===== src/rtl/conv_pkg.sv =====
// Shared types for the convolution sequencer: FSM state encoding,
// MAC data width and the MAC control-strobe bundle.
`timescale 1ns/1ps
package conv_pkg;

  localparam int CONV_DATA_W = 8;

  typedef enum logic [2:0] {
    IDLE = 3'd0,
    RUN  = 3'd1,
    LAST = 3'd2,
    SAT  = 3'd3,
    CAPT = 3'd4,
    OUT  = 3'd5,
    FIN  = 3'd6
  } conv_seq_state_t;

  typedef struct packed {
    logic clken;
    logic s_convout;
    logic en_sat;
    logic en_mult_r;
  } mac_ctrl_t;

endpackage


===== src/rtl/conv_addr_gen.sv =====
// Tap / output-index counters and operand address generation.
// The signal base of the current output is kept as a running sum
// (sig_base + out_idx*sig_stride) so no multiplier is required.
`timescale 1ns/1ps
module conv_addr_gen #(
  parameter int KERNEL = 9,
  parameter int ADDR_W = 12,
  parameter int CNT_W  = 10
) (
  input  logic              clk,
  input  logic              reset_n,
  input  logic              load,
  input  logic              step,
  input  logic              next_out,
  input  logic [ADDR_W-1:0] sig_base,
  input  logic [ADDR_W-1:0] sig_stride,
  input  logic [ADDR_W-1:0] wgt_base,
  output logic              last_tap,
  output logic [CNT_W-1:0]  out_idx,
  output logic [ADDR_W-1:0] sig_addr,
  output logic [ADDR_W-1:0] wgt_addr
);

  localparam int TAP_W = (KERNEL > 1) ? $clog2(KERNEL) : 1;
  localparam logic [TAP_W-1:0] TAP_LAST = TAP_W'(KERNEL - 1);

  logic [TAP_W-1:0]  tap_reg;
  logic [CNT_W-1:0]  out_idx_reg;
  logic [ADDR_W-1:0] sig_acc_reg;
  logic [ADDR_W-1:0] stride_reg;
  logic [ADDR_W-1:0] wgt_base_reg;

  // Latch job parameters at start, advance tap within an output and
  // the signal base accumulator between outputs.
  always_ff @(posedge clk or negedge reset_n) begin
    if (!reset_n) begin
      tap_reg      <= '0;
      out_idx_reg  <= '0;
      sig_acc_reg  <= '0;
      stride_reg   <= '0;
      wgt_base_reg <= '0;
    end else if (load) begin
      tap_reg      <= '0;
      out_idx_reg  <= '0;
      sig_acc_reg  <= sig_base;
      stride_reg   <= sig_stride;
      wgt_base_reg <= wgt_base;
    end else if (next_out) begin
      tap_reg     <= '0;
      out_idx_reg <= out_idx_reg + CNT_W'(1);
      sig_acc_reg <= sig_acc_reg + stride_reg;
    end else if (step && !last_tap) begin
      tap_reg <= tap_reg + TAP_W'(1);
    end
  end

  assign last_tap = (tap_reg == TAP_LAST);
  assign out_idx  = out_idx_reg;

  // Addresses are only meaningful while reading; hold them at zero otherwise.
  assign sig_addr = step ? (sig_acc_reg + ADDR_W'(tap_reg)) : '0;
  assign wgt_addr = step ? (wgt_base_reg + ADDR_W'(tap_reg)) : '0;

endmodule


===== src/rtl/conv_sequencer.sv =====
// Job sequencer for the convolution MAC: issues operand reads, drives
// the MAC strobes, captures each saturated result and hands it out on
// a valid/ready port.
`timescale 1ns/1ps
module conv_sequencer
  import conv_pkg::*;
#(
  parameter int KERNEL = 9,
  parameter int ADDR_W = 12,
  parameter int CNT_W  = 10
) (
  input  logic                          clk,
  input  logic                          reset_n,
  input  logic                          start,
  input  logic [CNT_W-1:0]              n_out,
  input  logic [ADDR_W-1:0]             sig_base,
  input  logic [ADDR_W-1:0]             sig_stride,
  input  logic [ADDR_W-1:0]             wgt_base,
  output logic                          busy,
  output logic                          done,
  output logic [ADDR_W-1:0]             sig_addr,
  output logic [ADDR_W-1:0]             wgt_addr,
  output logic                          mem_rd,
  output logic                          clken,
  output logic                          s_convout,
  output logic                          en_sat,
  output logic                          en_mult_r,
  input  logic signed [CONV_DATA_W-1:0] convout,
  output logic                          res_valid,
  input  logic                          res_ready,
  output logic signed [CONV_DATA_W-1:0] res_data,
  output logic [CNT_W-1:0]              res_idx
);

  conv_seq_state_t state_reg, state_next;

  logic [CNT_W-1:0]              n_out_reg;
  logic signed [CONV_DATA_W-1:0] res_data_reg;
  logic [CNT_W-1:0]              res_idx_reg;
  logic                          clken_reg;
  logic                          s_convout_reg;

  logic             load;
  logic             step;
  logic             next_out;
  logic             last_tap;
  logic             last_out;
  logic [CNT_W-1:0] out_idx;
  mac_ctrl_t        mac;

  conv_addr_gen #(
    .KERNEL (KERNEL),
    .ADDR_W (ADDR_W),
    .CNT_W  (CNT_W)
  ) u_addr_gen (
    .clk        (clk),
    .reset_n    (reset_n),
    .load       (load),
    .step       (step),
    .next_out   (next_out),
    .sig_base   (sig_base),
    .sig_stride (sig_stride),
    .wgt_base   (wgt_base),
    .last_tap   (last_tap),
    .out_idx    (out_idx),
    .sig_addr   (sig_addr),
    .wgt_addr   (wgt_addr)
  );

  assign last_out = ((out_idx + CNT_W'(1)) == n_out_reg);

  // State register.
  always_ff @(posedge clk or negedge reset_n) begin
    if (!reset_n) begin
      state_reg <= IDLE;
    end else begin
      state_reg <= state_next;
    end
  end

  // Next-state logic and per-state outputs.
  always_comb begin
    state_next    = state_reg;
    load          = 1'b0;
    step          = 1'b0;
    next_out      = 1'b0;
    busy          = (state_reg != IDLE);
    done          = 1'b0;
    mem_rd        = 1'b0;
    res_valid     = 1'b0;
    mac           = '0;
    mac.clken     = clken_reg;
    mac.s_convout = s_convout_reg;
    mac.en_mult_r = (state_reg != IDLE);
    case (state_reg)
      IDLE: begin
        if (start) begin
          load       = 1'b1;
          state_next = (n_out == '0) ? FIN : RUN;
        end
      end
      RUN: begin
        step   = 1'b1;
        mem_rd = 1'b1;
        if (last_tap) begin
          state_next = LAST;
        end
      end
      LAST: begin
        state_next = SAT;
      end
      SAT: begin
        mac.en_sat = 1'b1;
        state_next = CAPT;
      end
      CAPT: begin
        mac.en_sat = 1'b1;
        state_next = OUT;
      end
      OUT: begin
        res_valid = 1'b1;
        if (res_ready) begin
          next_out   = 1'b1;
          state_next = last_out ? FIN : RUN;
        end
      end
      FIN: begin
        done       = 1'b1;
        state_next = IDLE;
      end
      default: begin
        state_next = IDLE;
      end
    endcase
  end

  // Delay the read strobe by the memory latency so clken / s_convout
  // line up with the operand data arriving at the MAC.
  always_ff @(posedge clk or negedge reset_n) begin
    if (!reset_n) begin
      clken_reg     <= 1'b0;
      s_convout_reg <= 1'b0;
    end else begin
      clken_reg     <= step;
      s_convout_reg <= step && last_tap;
    end
  end

  // Job length is frozen at start so later input changes are ignored.
  always_ff @(posedge clk or negedge reset_n) begin
    if (!reset_n) begin
      n_out_reg <= '0;
    end else if (load) begin
      n_out_reg <= n_out;
    end
  end

  // Capture the saturated MAC result; held stable through OUT.
  always_ff @(posedge clk or negedge reset_n) begin
    if (!reset_n) begin
      res_data_reg <= '0;
      res_idx_reg  <= '0;
    end else if (state_reg == CAPT) begin
      res_data_reg <= convout;
      res_idx_reg  <= out_idx;
    end
  end

  assign clken     = mac.clken;
  assign s_convout = mac.s_convout;
  assign en_sat    = mac.en_sat;
  assign en_mult_r = mac.en_mult_r;
  assign res_data  = res_data_reg;
  assign res_idx   = res_idx_reg;

endmodule


===== config.mk =====
export PLATFORM = sky130hd
export DESIGN_NAME = conv_sequencer
export DESIGN_NICKNAME = d
export VERILOG_FILES = /design/src/rtl/conv_pkg.sv /design/src/rtl/conv_addr_gen.sv /design/src/rtl/conv_sequencer.sv
export SDC_FILE = /design/constraint.sdc
export NUM_CORES = 1
export LEC_CHECK = 0
export BUFFER_PORTS_ARGS = -buffer_cell sky130_fd_sc_hd__buf_2
export CORE_UTILIZATION = 43
export DETAILED_ROUTE_END_ITERATION = 7
export PLACE_DENSITY_LB_ADDON = 0.3
export SYNTH_ARGS = -nofsm -noshare
export SYNTH_HDL_FRONTEND = slang
export SYNTH_SLANG_ARGS = --single-unit

===== constraint.sdc =====
create_clock -name clk -period 2.8 [get_ports clk]
set_input_delay 0.42 -clock clk [delete_from_list [all_inputs] [get_ports clk]]
set_output_delay 0.42 -clock clk [all_outputs]
set_load 0.005 [all_outputs]

Yosys cells after proc, flatten, opt, wreduce, memory -nomap -nowiden
Index checks and enable logic that the tools add are counted.
- logic and storage cells: 60
- output and inout port bits: 50
- input bits: 58
- bits in registers: 83
- equality and inequality tests: 11
- multiplexer cells: 23
- add/sub/neg operators: 5
- reductions and logical operators: 10
- operators by type and width (cell ; count):
    12-bit 2-to-1 mux ; 4
    12-bit by 4-bit adder with 12-bit output ; 2
    10-bit 2-to-1 mux ; 2
    3-bit one-hot mux with 6 select lines ; 1
    3-bit 2-to-1 mux ; 5
    12-bit adder ; 1
    4-bit 2-to-1 mux ; 3
    10-bit by 1-bit adder with 10-bit output (second input constant) ; 1
    10-bit == test ; 1
    10-bit logical NOT ; 1
    3-bit == test (second input constant) ; 3
    1-bit 2-to-1 mux ; 8
    3-bit by 2-bit == test with 1-bit output (second input constant) ; 2
    2-bit != test (second input constant) ; 3
    3-bit nonzero test ; 2
    4-bit by 1-bit adder with 4-bit output (second input constant) ; 1
    4-bit == test (second input constant) ; 1
    3-bit by 1-bit == test with 1-bit output (second input constant) ; 1
    3-bit logical NOT ; 1
    3-bit AND reduction ; 1
    1-bit logical AND ; 2
    2-bit nonzero test ; 1
    2-bit OR reduction ; 1
    1-bit logical NOT ; 1

Depth between registers and ports, before layout
- depth after elaboration: 6
- mapped depth: 10
- gate-level depth less buffers: 10

Modules after synthesis
From an unflattened synthesis, not the netlist that was laid out.
- cells, all modules: 478
- area total of the unflattened synthesis: 4999.8 sq um
- by module, submodules not included (module ; sequential area each (sq um) ; cells each ; instances ; area each (sq um)):
    conv_addr_gen ; 1251.2 ; 317 ; 1 ; 3211.8
    conv_sequencer ; 825.8 ; 161 ; 1 ; 1788.0

Least setup slack after synthesis
No wires, ideal clock.
- path kind: register to output
- start: reg u_addr_gen.tap_reg[1]
- end: out wgt_addr[7]
- arrival time: 1.810 ns
- path buffers: 0
- stages on the path, launching flop included: 9
- slack: 0.570 ns
- data required time: 2.380 ns
- cell sequence: dfrtp_1 -> ha_1 -> a21o_1 -> a21oi_1 -> nor2b_1 -> o21ai_0 -> nor2_1 -> xnor2_1 -> nor2_1
- cells in the longest elaborated chain, start to end: 2
- ends and longest elaborated chain (element ; line ; RTL):
    start: declaration ; conv_addr_gen.sv:27 ; logic [TAP_W-1:0] tap_reg;
    start signal: assignment ; conv_addr_gen.sv:53 ; tap_reg <= tap_reg + TAP_W'(1);
    12-bit by 4-bit adder with 12-bit output ; conv_addr_gen.sv:62 ; assign wgt_addr = step ? (wgt_base_reg + ADDR_W'(tap_reg)) : '0;
    12-bit 2-to-1 mux ; conv_addr_gen.sv:62 ;
    end: declaration ; conv_sequencer.sv:22 ; output logic [ADDR_W-1:0] wgt_addr,
Every way passes these cells.

Worst setup path after layout
- start: reg u_addr_gen.tap_reg[1]
- end: out wgt_addr[11]
Same word-level chain as after synthesis.

==> impl_metrics.tcl <==
set metrics [dict create \
    status "completed" \
    die_h_um 108 \
    place_area_mm2 0.00550 \
    drtPass1Iterations 4 \
    synth_nets 549 \
    n_antenna_cell 0 \
    area_delta_synth_final_pct 21.3 \
    rsz0062_at_grt "false" \
    crit_top_cell "a21oi_1" \
    nFillCells 1008 \
    worstSetupStartpointType "register" \
    cts_num_sinks 83 \
    multi_input_area_mm2 0.00261 \
    portBuffers 107 \
    synth_top_flop_cell "dfrtp_1" \
    first_global_vias 3816 \
    ios 108 \
    track_usage 0.202 \
    clkTransAtPathRegs_ps 60 \
    fin_setup_tns_ps 0 \
    clockRootBuffer "clkbuf_16" \
    yosysSeqAreaShare 0.427 \
    clk_path_buf_depth 2 \
    hold_buffers 0 \
    clk_latency_ps 330 \
    fmax_mhz 371 \
    finalClockSkew_ps 6.96 \
    seq_area_mm2 0.00208 \
    cp_top_family "simple AND/OR/NAND/NOR gates" \
    drc 0 \
    core_area_mm2 0.0109 \
    wirelength_um 11200 \
    async_flop_share 1.00 \
    slew_violations 0 \
    fin_cells 718 \
    cellLeakagePower_nw 2.80 \
    cts_tree "built" \
    power.density_mw_per_mm2 1100 \
    vdd_drop_max_mv 0.542 \
    fin_crit_ps 2700 \
    grt_pass1_wl_um 18400 \
    final_antenna_net_count 0 \
    post-route-period-util 0.963 \
    die_w_um 108 \
    ys_ff_latch 83 \
    maxCapViolCount 0 \
    path_buf_inv 2 \
    vias_per_cell 5.33 \
    required_ps 2380 \
    syn_inst 466 \
    tightestPinTransition_ps 711 \
    critPathCaptureType "output pin" \
    grt_remaining_overflow 0 \
    critPathMaxFanout 7 \
    dpl.cell_count 699 \
    path_cells "ha_1 > a21o_1 > a21oi_1 > nor2b_1 > o21ai_0 > buf_4 > or3_1 > a21oi_1 > buf_2" \
    row_count 38 \
    wl_per_cell_um 15.5 \
    initial_core_util 0.445 \
    drive_gt1_frac 0.358 \
    cts_buffers 9 \
    ys_warn_count 0 \
    drtIter0Drc 136 \
    place_congestion 0.829 \
    antenna_found_initial 0 \
    relSlewSlack 0.526 \
    cp_data_arrival_time_ps 2280 \
    num_vias 3824 \
    fin_nets 657 \
    slowest_delay_ps 460 \
    crit_type "register to output pin" \
    hold_class "primary input to asynchronous set/reset pin" \
    htreeDepth 3 \
    synth_edf_count 0 \
    fin_area_mm2 0.00590 \
    syn_area_mm2 0.00487 \
    dieArea_mm2 0.0117 \
    setup_viol 0 \
    synth.distinct_cells 57 \
    hold_viol_final 0 \
    dp_hpwl_um 8070 \
    critical_path.slowest_cell "dfrtp_2" \
    syn_avg_cell_area_um2 10.4 \
    grt_max_degree 56 \
]
-- cell usage in the layout, fill, tap and decap left out, types with 12 or more instances in the layout --
cell	synthesis	final
nand2_1	31	31
xor2_1	24	24
ha_1	22	22
inv_1	13	13
buf_4	3	12
nand3_1	12	12
mux2_2	52	52
xnor2_1	19	19
buf_2	8	106
a21oi_1	19	16
nor2_1	38	38
dfrtp_1	83	81
o21ai_0	25	25
-- final timing paths --
path	startpoint	end	slack (ps)	cells after the start
worst max-delay path	u_addr_gen.tap_reg[1]	wgt_addr[11]	100	9
worst min-delay path	reset_n	u_addr_gen.sig_acc_reg[3]	140	1
worst max register to register	u_addr_gen.out_idx[0]	state_reg[0]	510	7
worst min register to register	res_data[7]	res_data[7]	500	1
max in group asynchronous	reset_n	u_addr_gen.tap_reg[1]	1940	2
min in group clk	sig_stride[1]	u_addr_gen.stride_reg[1]	300	3
-- synth_stat cells (all sizes together), types with 3 or more instances --
library cell	number	area (um2)
dfrtp	83	2080
mux2	52	586
nor2	40	169
o21ai	36	184
nand2	32	123
xor2	24	210
ha	22	275
a21oi	19	95.1
xnor2	19	166
buf	17	130
inv	14	52.6
nand3	14	80.1
nor2b	9	56.3
a21o	6	45.0
a22oi	6	50.1
and2	6	37.5
and3	5	32.5
clkbuf	5	18.8
nand4	5	31.3
nor3	5	25.0
nor4	5	31.3
nand3b	4	42.5
o22ai	4	25.0
fa	3	60.1
mux2i	3	30.0
nand2b	3	18.8
nor3b	3	22.5
o211ai	3	27.5
or3	3	18.8
-- metrics by stage --
step | hold slack (ps) | total power [mW] | utilization | setup slack (ps)
floorplan | 124 | 4.25 | - | 570
global placement | 483 | 4.97 | 0.503 | 363
detailed placement | 492 | 5.08 | 0.503 | 281
CTS | 166 | 6.51 | 0.536 | 4.48
global route | 202 | 7.04 | 0.540 | 8.33
finish | 137 | 6.51 | 0.540 | 103
-- repair_timing --
| action | 4_1_cts | 5_1_grt |
|---|---|---|
| setup buffers | 0 | 4 |
| endpoints found under the setup margin | 2 | 12 |
| gates resized for setup | 1 | 7 |
| pin swaps | 0 | 1 |
-- power by group --
group / switching [mW] / internal (mW)
sequential: 0.436 / 1.66
clock: 0.475 / 0.915
combinational: 1.50 / 1.53
-- cell families after synthesis --
group,after synthesis,share of synthesized area
xor+xnor,43,0.0774
mux,55,0.127
simple gates,138,0.149
flops,83,0.427
compound gates,86,0.110
fa+ha+maj,25,0.0689
buf+inv,36,0.0414
-- metal layers --
| layer | vias up | track usage | wire [um] |
|---|---|---|---|
| met5 | - | 0 | 0 |
| met4 | 0 | 0.0705 | 161 |
| met3 | 16 | 0.0404 | 501 |
| met2 | 92 | 0.338 | 5320 |
| met1 | 1855 | 0.259 | 5170 |
| li1 | 1861 | - | - |
-- final cells by class --
class                   count  share of cell area
clock buffers              11              0.0428
clock inverters             4              0.0165
inverters                  14             0.00890
multi-input cells         347               0.441
flip-flops and latches     83               0.352
well taps                 140              0.0297
repair buffers            119               0.108
Note: power is estimated with default switching activity, not from simulation.
